<file path="config.mk">
export PLATFORM = sky130hd
export DESIGN_NAME = dev_intctl
export DESIGN_NICKNAME = d
export VERILOG_FILES = /design/src/rtl/dev_intctl.sv
export SDC_FILE = /design/constraint.sdc
export NUM_CORES = 1
export LEC_CHECK = 0
export ABC_CLOCK_PERIOD_IN_PS = 1300
export BUFFER_PORTS_ARGS = -buffer_cell sky130_fd_sc_hd__buf_2
export CAP_MARGIN = 20
export CORE_MARGIN = 2
export CORE_UTILIZATION = 36
export CTS_BUF_LIST = sky130_fd_sc_hd__clkbuf_4 sky130_fd_sc_hd__clkbuf_8
export DETAILED_ROUTE_END_ITERATION = 16
export GPL_TIMING_DRIVEN = 0
export MAX_ROUTING_LAYER = met4
export PLACE_DENSITY = 0.84
export REMOVE_ABC_BUFFERS = 1
export SLEW_MARGIN = 20
export SYNTH_ARGS = -nofsm -noshare
export SYNTH_HDL_FRONTEND = slang
export SYNTH_SLANG_ARGS = --single-unit
</file>
<file path="constraint.sdc">
create_clock -name CLK -period 1.3 [get_ports CLK]
set_input_delay 0.13 -clock CLK [delete_from_list [all_inputs] [get_ports CLK]]
set_output_delay 0.13 -clock CLK [all_outputs]
set_load 0.01 [all_outputs]
</file>
<file path="src/rtl/dev_intctl.sv">
// Memory-mapped interrupt controller: edge-captured pending bits, enable mask,
// global enable and a fixed-priority IDLE/REQ/SERVICE handshake with the CPU.
module dev_intctl #(
  parameter int               DBITS   = 32,
  parameter int               NSRC    = 4,
  parameter logic [DBITS-1:0] IEADDR  = 32'hF0000100,
  parameter logic [DBITS-1:0] IPADDR  = 32'hF0000104,
  parameter logic [DBITS-1:0] CTLADDR = 32'hF0000108,
  parameter logic [DBITS-1:0] EOIADDR = 32'hF000010C
) (
  input  logic             CLK,
  input  logic             RESET,
  input  logic [DBITS-1:0] ABUS,
  input  logic [DBITS-1:0] DBUS_IN,
  output logic [DBITS-1:0] DBUS_OUT,
  input  logic             WE,
  input  logic [NSRC-1:0]  IRQ_SRC,
  output logic             INTR,
  input  logic             INTA,
  output logic [2:0]       INTNUM
);

  typedef enum logic [1:0] {IDLE, REQ, SERVICE} stateT;

  stateT           stateReg;
  logic [NSRC-1:0] ieReg;
  logic [NSRC-1:0] ipReg;
  logic [NSRC-1:0] prevReg;
  logic            gieReg;
  logic [2:0]      idReg;

  logic            wrIe, wrIp, wrCtl, wrEoi;
  logic [NSRC-1:0] riseVec;
  logic [NSRC-1:0] activeVec;
  logic [NSRC-1:0] idMask;
  logic [NSRC-1:0] clrVec;
  logic [NSRC-1:0] ipNext;
  logic [2:0]      prioIdx;
  logic            ieOfId;
  logic            ackNow;
  logic [DBITS-1:0] readData;

  assign wrIe  = WE && (ABUS == IEADDR);
  assign wrIp  = WE && (ABUS == IPADDR);
  assign wrCtl = WE && (ABUS == CTLADDR);
  assign wrEoi = WE && (ABUS == EOIADDR);

  assign riseVec   = IRQ_SRC & ~prevReg;
  assign activeVec = ipReg & ieReg;
  assign ackNow    = (stateReg == REQ) && INTA;

  genvar gi;
  generate
    for (gi = 0; gi < NSRC; gi++) begin : gIdDecode
      assign idMask[gi] = (idReg == 3'(gi));
    end
  endgenerate

  assign ieOfId = |(ieReg & idMask);

  // Scan from the top down so the lowest active index is the last one written.
  always_comb begin
    prioIdx = 3'd0;
    for (int i = NSRC - 1; i >= 0; i--) begin
      if (activeVec[i]) prioIdx = 3'(i);
    end
  end

  // A new edge in the same cycle as a clear (bus W1C or acknowledge) keeps the bit set.
  always_comb begin
    clrVec = '0;
    if (wrIp)   clrVec = clrVec | DBUS_IN[NSRC-1:0];
    if (ackNow) clrVec = clrVec | idMask;
    ipNext = (ipReg & ~clrVec) | riseVec;
  end

  always_ff @(posedge CLK or posedge RESET) begin
    if (RESET) begin
      ieReg    <= '0;
      ipReg    <= '0;
      prevReg  <= '0;
      gieReg   <= 1'b0;
      idReg    <= 3'd0;
      stateReg <= IDLE;
    end else begin
      prevReg <= IRQ_SRC;
      ipReg   <= ipNext;
      if (wrIe)  ieReg  <= DBUS_IN[NSRC-1:0];
      if (wrCtl) gieReg <= DBUS_IN[0];
      case (stateReg)
        IDLE: begin
          if (gieReg && (|activeVec)) begin
            stateReg <= REQ;
            idReg    <= prioIdx;
          end
        end
        REQ: begin
          if (INTA)                   stateReg <= SERVICE;
          else if (!gieReg || !ieOfId) stateReg <= IDLE;
        end
        SERVICE: begin
          if (wrEoi) stateReg <= IDLE;
        end
        default: stateReg <= IDLE;
      endcase
    end
  end

  always_comb begin
    readData = '0;
    if (!WE) begin
      if (ABUS == IEADDR) begin
        readData[NSRC-1:0] = ieReg;
      end else if (ABUS == IPADDR) begin
        readData[NSRC-1:0] = ipReg;
      end else if (ABUS == CTLADDR) begin
        readData[6:4] = idReg;
        readData[1]   = (stateReg == SERVICE);
        readData[0]   = gieReg;
      end
    end
  end

  assign DBUS_OUT = readData;
  assign INTR     = (stateReg == REQ);
  assign INTNUM   = idReg;

  // Upper write-data bits are never stored.
  logic unusedBits;
  assign unusedBits = &{1'b0, DBUS_IN[DBITS-1:NSRC]};

endmodule
</file>
### Word-level counts from Yosys, hierarchy flattened

Cells that the tools add are included.

* register bits: 18
* input port bits: 72
* output and inout bits: 36
* word-level logic and storage cells: 60

* equality and inequality tests: 12
* multiplexer cells: 19
* bitwise gates (word level): 8
* reductions and logical operators: 15

Operators with widths (number)
* 32-bit equality test, second input constant: 4
* 2-bit two-way mux: 10
* 4-bit bitwise AND: 4
* 3-bit two-way mux: 4
* 4-bit two-way mux: 3
* 4-bit NOT: 2
* 4-bit OR: 2
* 4-bit OR reduction: 2
* 7-bit two-way mux: 1
* 3-bit by 2-bit equality test with 1-bit output, second input constant: 2
* 1-bit logical AND: 6
* 2-bit case mux with 3 select lines: 1
* 2-bit inequality test, second input constant: 2
* 3-bit by 1-bit equality test with 1-bit output, second input constant: 1
* 3-bit logical NOT: 1
* 3-bit by 1-bit inequality test with 1-bit output, second input constant: 1
* 3-bit AND reduction: 1
* 2-bit by 1-bit equality test with 1-bit output, second input constant: 1
* 2-bit equality test, second input constant: 1
* 1-bit logical NOT: 2
* 2-bit logical NOT: 1
* 2-bit AND reduction: 1
* 1-bit logical OR: 1

### Longest topological paths before layout

* depth in word-level cells: 8
* mapped depth: 5
* depth with buffers taken out: 4

### Least setup slack after synthesis

Ideal clock, no wire load.

* path kind: input -> output
* from: input ABUS[22]
* to: output DBUS_OUT[0]
* data arrival time: 1.312 ns
* data required time: 1.170 ns
* path slack: -0.142 ns
* cell stages on the path: 5
* buffers on the path: 1
* cell sequence: nor4_2 -> nand4_2 -> buf_2 -> or2_0 -> o311a_1

* word-level cells in the longest chain between the ends: 5
* elaborated cells between the ends (all ways): 7
* those cells by class: 3 x eq/ne; 4 x mux

Ends and longest elaborated chain
* from (decl): line 13 `input logic [DBITS-1:0] ABUS,`
* 32-bit equality test: line 116 `end else if (ABUS == CTLADDR) begin`
* 2-bit two-way mux: line 116
* 2-bit two-way mux: line 114 `end else if (ABUS == IPADDR) begin`
* 4-bit two-way mux (*): line 112 `if (ABUS == IEADDR) begin`
* 7-bit two-way mux (*): line 111 `if (!WE) begin`
* to (decl): line 15 `output logic [DBITS-1:0] DBUS_OUT,`

Every way passes the cells marked *; elsewhere a longest branch is shown, timed or not.

### Worst setup path after layout

* from: input ABUS[20]
* to: output DBUS_OUT[1]

The elaborated chain is that of the path after synthesis.

==> flow_metrics.tcl <==
set metrics [dict create \
    first_iter_violations 52 \
    finalHoldViolations 0 \
    synth_edf_count 0 \
    cts_tree "built" \
    portBuffers 52 \
    total_leakage_power_nw 0.924 \
    timing.hold.ws_ps 73.8 \
    coreArea_um2 3390 \
    endpoint_kind "output port" \
    p_comb_share_pct 21.4 \
    yosys-top-cells-count "27 x buf_4, 17 x dfrtp_1, 11 x inv_1" \
    die_area_um2 4080 \
    route.detailed.wl_per_inst_um 14.6 \
    hpwl_um 2360 \
    cpPeakStageDelay_ps 350 \
    maxSlewHeadroom_pct 54.2 \
    grt_pass1_vias 1160 \
    ios 108 \
    cp_slowest_cell "nor4_4" \
    async_flop_share_pct 100 \
    p_switching_uw 303 \
    clk_latency_ps 300 \
    min_period_over_period_pct 125 \
    worst_pin_slew_ps 686 \
    internal_power_uw 775 \
    grt_max_degree 18 \
    rsz0062_at_grt "true" \
    ant_nets 0 \
    required_ps 1170 \
    vias 1206 \
    die_w_um 63.9 \
    wl_um 3580 \
    arrival_ps 1500 \
    worst_slack_ps -328 \
    synth_most_common_cell "buf_4" \
    globalRouteTotalUtil_pct 18.1 \
    synth_seq_area_share_pct 33.0 \
    fillers 298 \
    synth_warnings 0 \
    placementRows 21 \
    netlist_area_um2 1290 \
    violations "negative setup slack" \
    p_sw_share_pct 28.1 \
    final_area_um2 1870 \
    yosys.area.top_type "dfrtp_1" \
    cp-start-kind "input pin" \
    dr.pass1.iters 4 \
    n_antenna_cell 0 \
    clkPwrFrac_pct 28.9 \
    clk_pin_slew_worst_paths_ps 100 \
    via_per_inst 4.92 \
    place_congestion 0.890 \
    finalMaxSlewViolations 0 \
    fin_skew_ps 6.84 \
    finalCriticalPeriod_ps 1630 \
    setup_viol 12 \
    synth.top_cell.area_share_pct 33.0 \
    area_growth_pct 44.6 \
    drc 0 \
    finalNetCount 272 \
    ys_seq_elements 17 \
    final_layout_size_suffix_gt1_share_pct 48.2 \
    grt_pass1_wl_um 5580 \
    netlist_instances 130 \
    crit_path_max_fanout 3 \
    ys_top_cells_by_area "dfrtp_1 33%, buf_4 16%, mux2_2 5.2%" \
    max-cap-violations 0 \
    place_area_um2 1490 \
    dieHeight_um 63.9 \
    antenna_found_initial 0 \
    tritoncts_num_sinks 17 \
    synth_cell_types 37 \
    pwr-share-seq_pct 49.7 \
    cts_buffer_depth 2 \
    max-vdd-ir-drop_v 0.000597 \
    hold_class "in2reg" \
    synth_ff_type "dfrtp_1" \
    path_cells "buf_8, nor4_4, nand4_4, buf_4, nor3_2, o311a_1, buf_2" \
    critPathKind "in2out" \
    grt_overflow 0 \
    syn_avg_cell_area_um2 9.92 \
    power_density_nw_per_um2 578 \
    cts_root_buf "clkbuf_4" \
    fmax_mhz 614 \
    start_util_pct 38.1 \
    status "finished, violations left" \
    cts_buffers 3 \
    htree_levels 1 \
]
power by group through the flow:
stage                     clock network [mW]  registers, mW  logic, mW
final                                  0.311          0.536      0.231
after global placement                     0          0.547      0.166
after detailed placement                   0          0.547      0.172
after floorplan                            0          0.546     0.0742
after CTS                              0.319          0.536      0.209
after global routing                   0.339          0.537      0.249
registers in the layout, summed over array words and instances (netlist names):
| signal | cells |
|---|---|
| prevReg | 4 |
| stateReg | 2 |
| ieReg | 4 |
| INTNUM | 2 |
| gieReg | 1 |
| ipReg | 4 |
kinds of logic (layout without fill, tap and decap cells):
kind of cell	Yosys count	after routing	synth area share, %
buffers and inverters	40	83	19.6
AO/OA/AOI/OAI	19	19	9.99
multiplexers	9	9	8.53
AND/OR/NAND/NOR	44	44	28.6
flip-flops	17	17	33.0
other	1	27	0.291
stage by stage:
step / worst slack (ps) / setup TNS [ps] / instances / power [mW] / utilization, %
after global routing: -335 / -2690 / 245 / 1.12 / 55.0
after floorplan: -265 / -1610 / 127 / 0.621 / -
after detailed placement: -571 / -5930 / 225 / 0.719 / 44.1
after CTS: -242 / -1400 / 241 / 1.07 / 51.7
after global placement: -541 / -5610 / 225 / 0.712 / 44.1
final: -328 / -2380 / 245 / 1.08 / 55.0
final timing paths:
path / start / endpoint / depth (start not counted) / slack (ps)
max: ABUS[20] / DBUS_OUT[1] / 7 / -330
max in group asynchronous: RESET / INTNUM[0]$_DFFE_PP0P_ / 3 / 350
max reg2reg: stateReg[1]$_DFFE_PP0P_ / INTNUM[0]$_DFFE_PP0P_ / 3 / -40
min: DBUS_IN[1] / ieReg[1]$_DFFE_PP0P_ / 2 / 70
min in group asynchronous: RESET / ipReg[3]$_DFF_PP0_ / 3 / 470
min reg2reg: prevReg[3]$_DFF_PP0_ / ipReg[3]$_DFF_PP0_ / 1 / 420
what timing repair did:
item                                   4_1_cts  5_1_grt
setup endpoints to repair                   13       18
resized for setup                           22       18
endpoints found under the hold margin       21        0
pin swaps                                    6        3
hold buffers                                 5        0
cloned                                       0        0
setup buffers                                7        4
final cells by class:
type	count	area, um2	share of cell area, %
Timing Repair Buffer	68	463	24.8
Tap cell	46	57.6	3.09
Multi-Input combinational cell	99	847	45.4
Clock buffer	4	30.0	1.61
Sequential cell	17	427	22.9
Inverter	11	41.3	2.21
placed cells by master, fill, tap and decap left out, types with 2 or more instances in the layout:
master	instances
a21oi_1	4
and4b_1	3
buf_2	42
buf_4	10
buf_6	10
clkbuf_4	4
conb_1	27
dfrtp_1	16
dlygate4sd3_1	5
inv_1	11
mux2_4	5
mux2i_1	2
nand2_1	9
nand2b_1	2
nand4_4	2
nor2_1	3
nor2b_1	2
nor3_2	2
nor4_2	4
nor4_4	7
nor4b_4	3
o21ai_1	3
o22ai_1	5
o311a_1	2
routing by layer:
| metal | up-vias | track usage, % | routed length (um) | share of wire (%) |
|---|---|---|---|---|
| met4 | 0 | 7.61 | 93 | 2.6 |
| met1 | 579 | 20.4 | 1380 | 38 |
| met2 | 59 | 31.5 | 1910 | 53 |
| li1 | 555 | - | - | - |
| met3 | 13 | 2.99 | 195 | 5.5 |
| met5 | - | - | 0 | 0 |
critical path, delay by kind of cell:
family,cells,cell delay (ps)
compound gates,1,250
simple gates,3,690
buf+inv,3,420
Power figures use the tool's default switching activity.
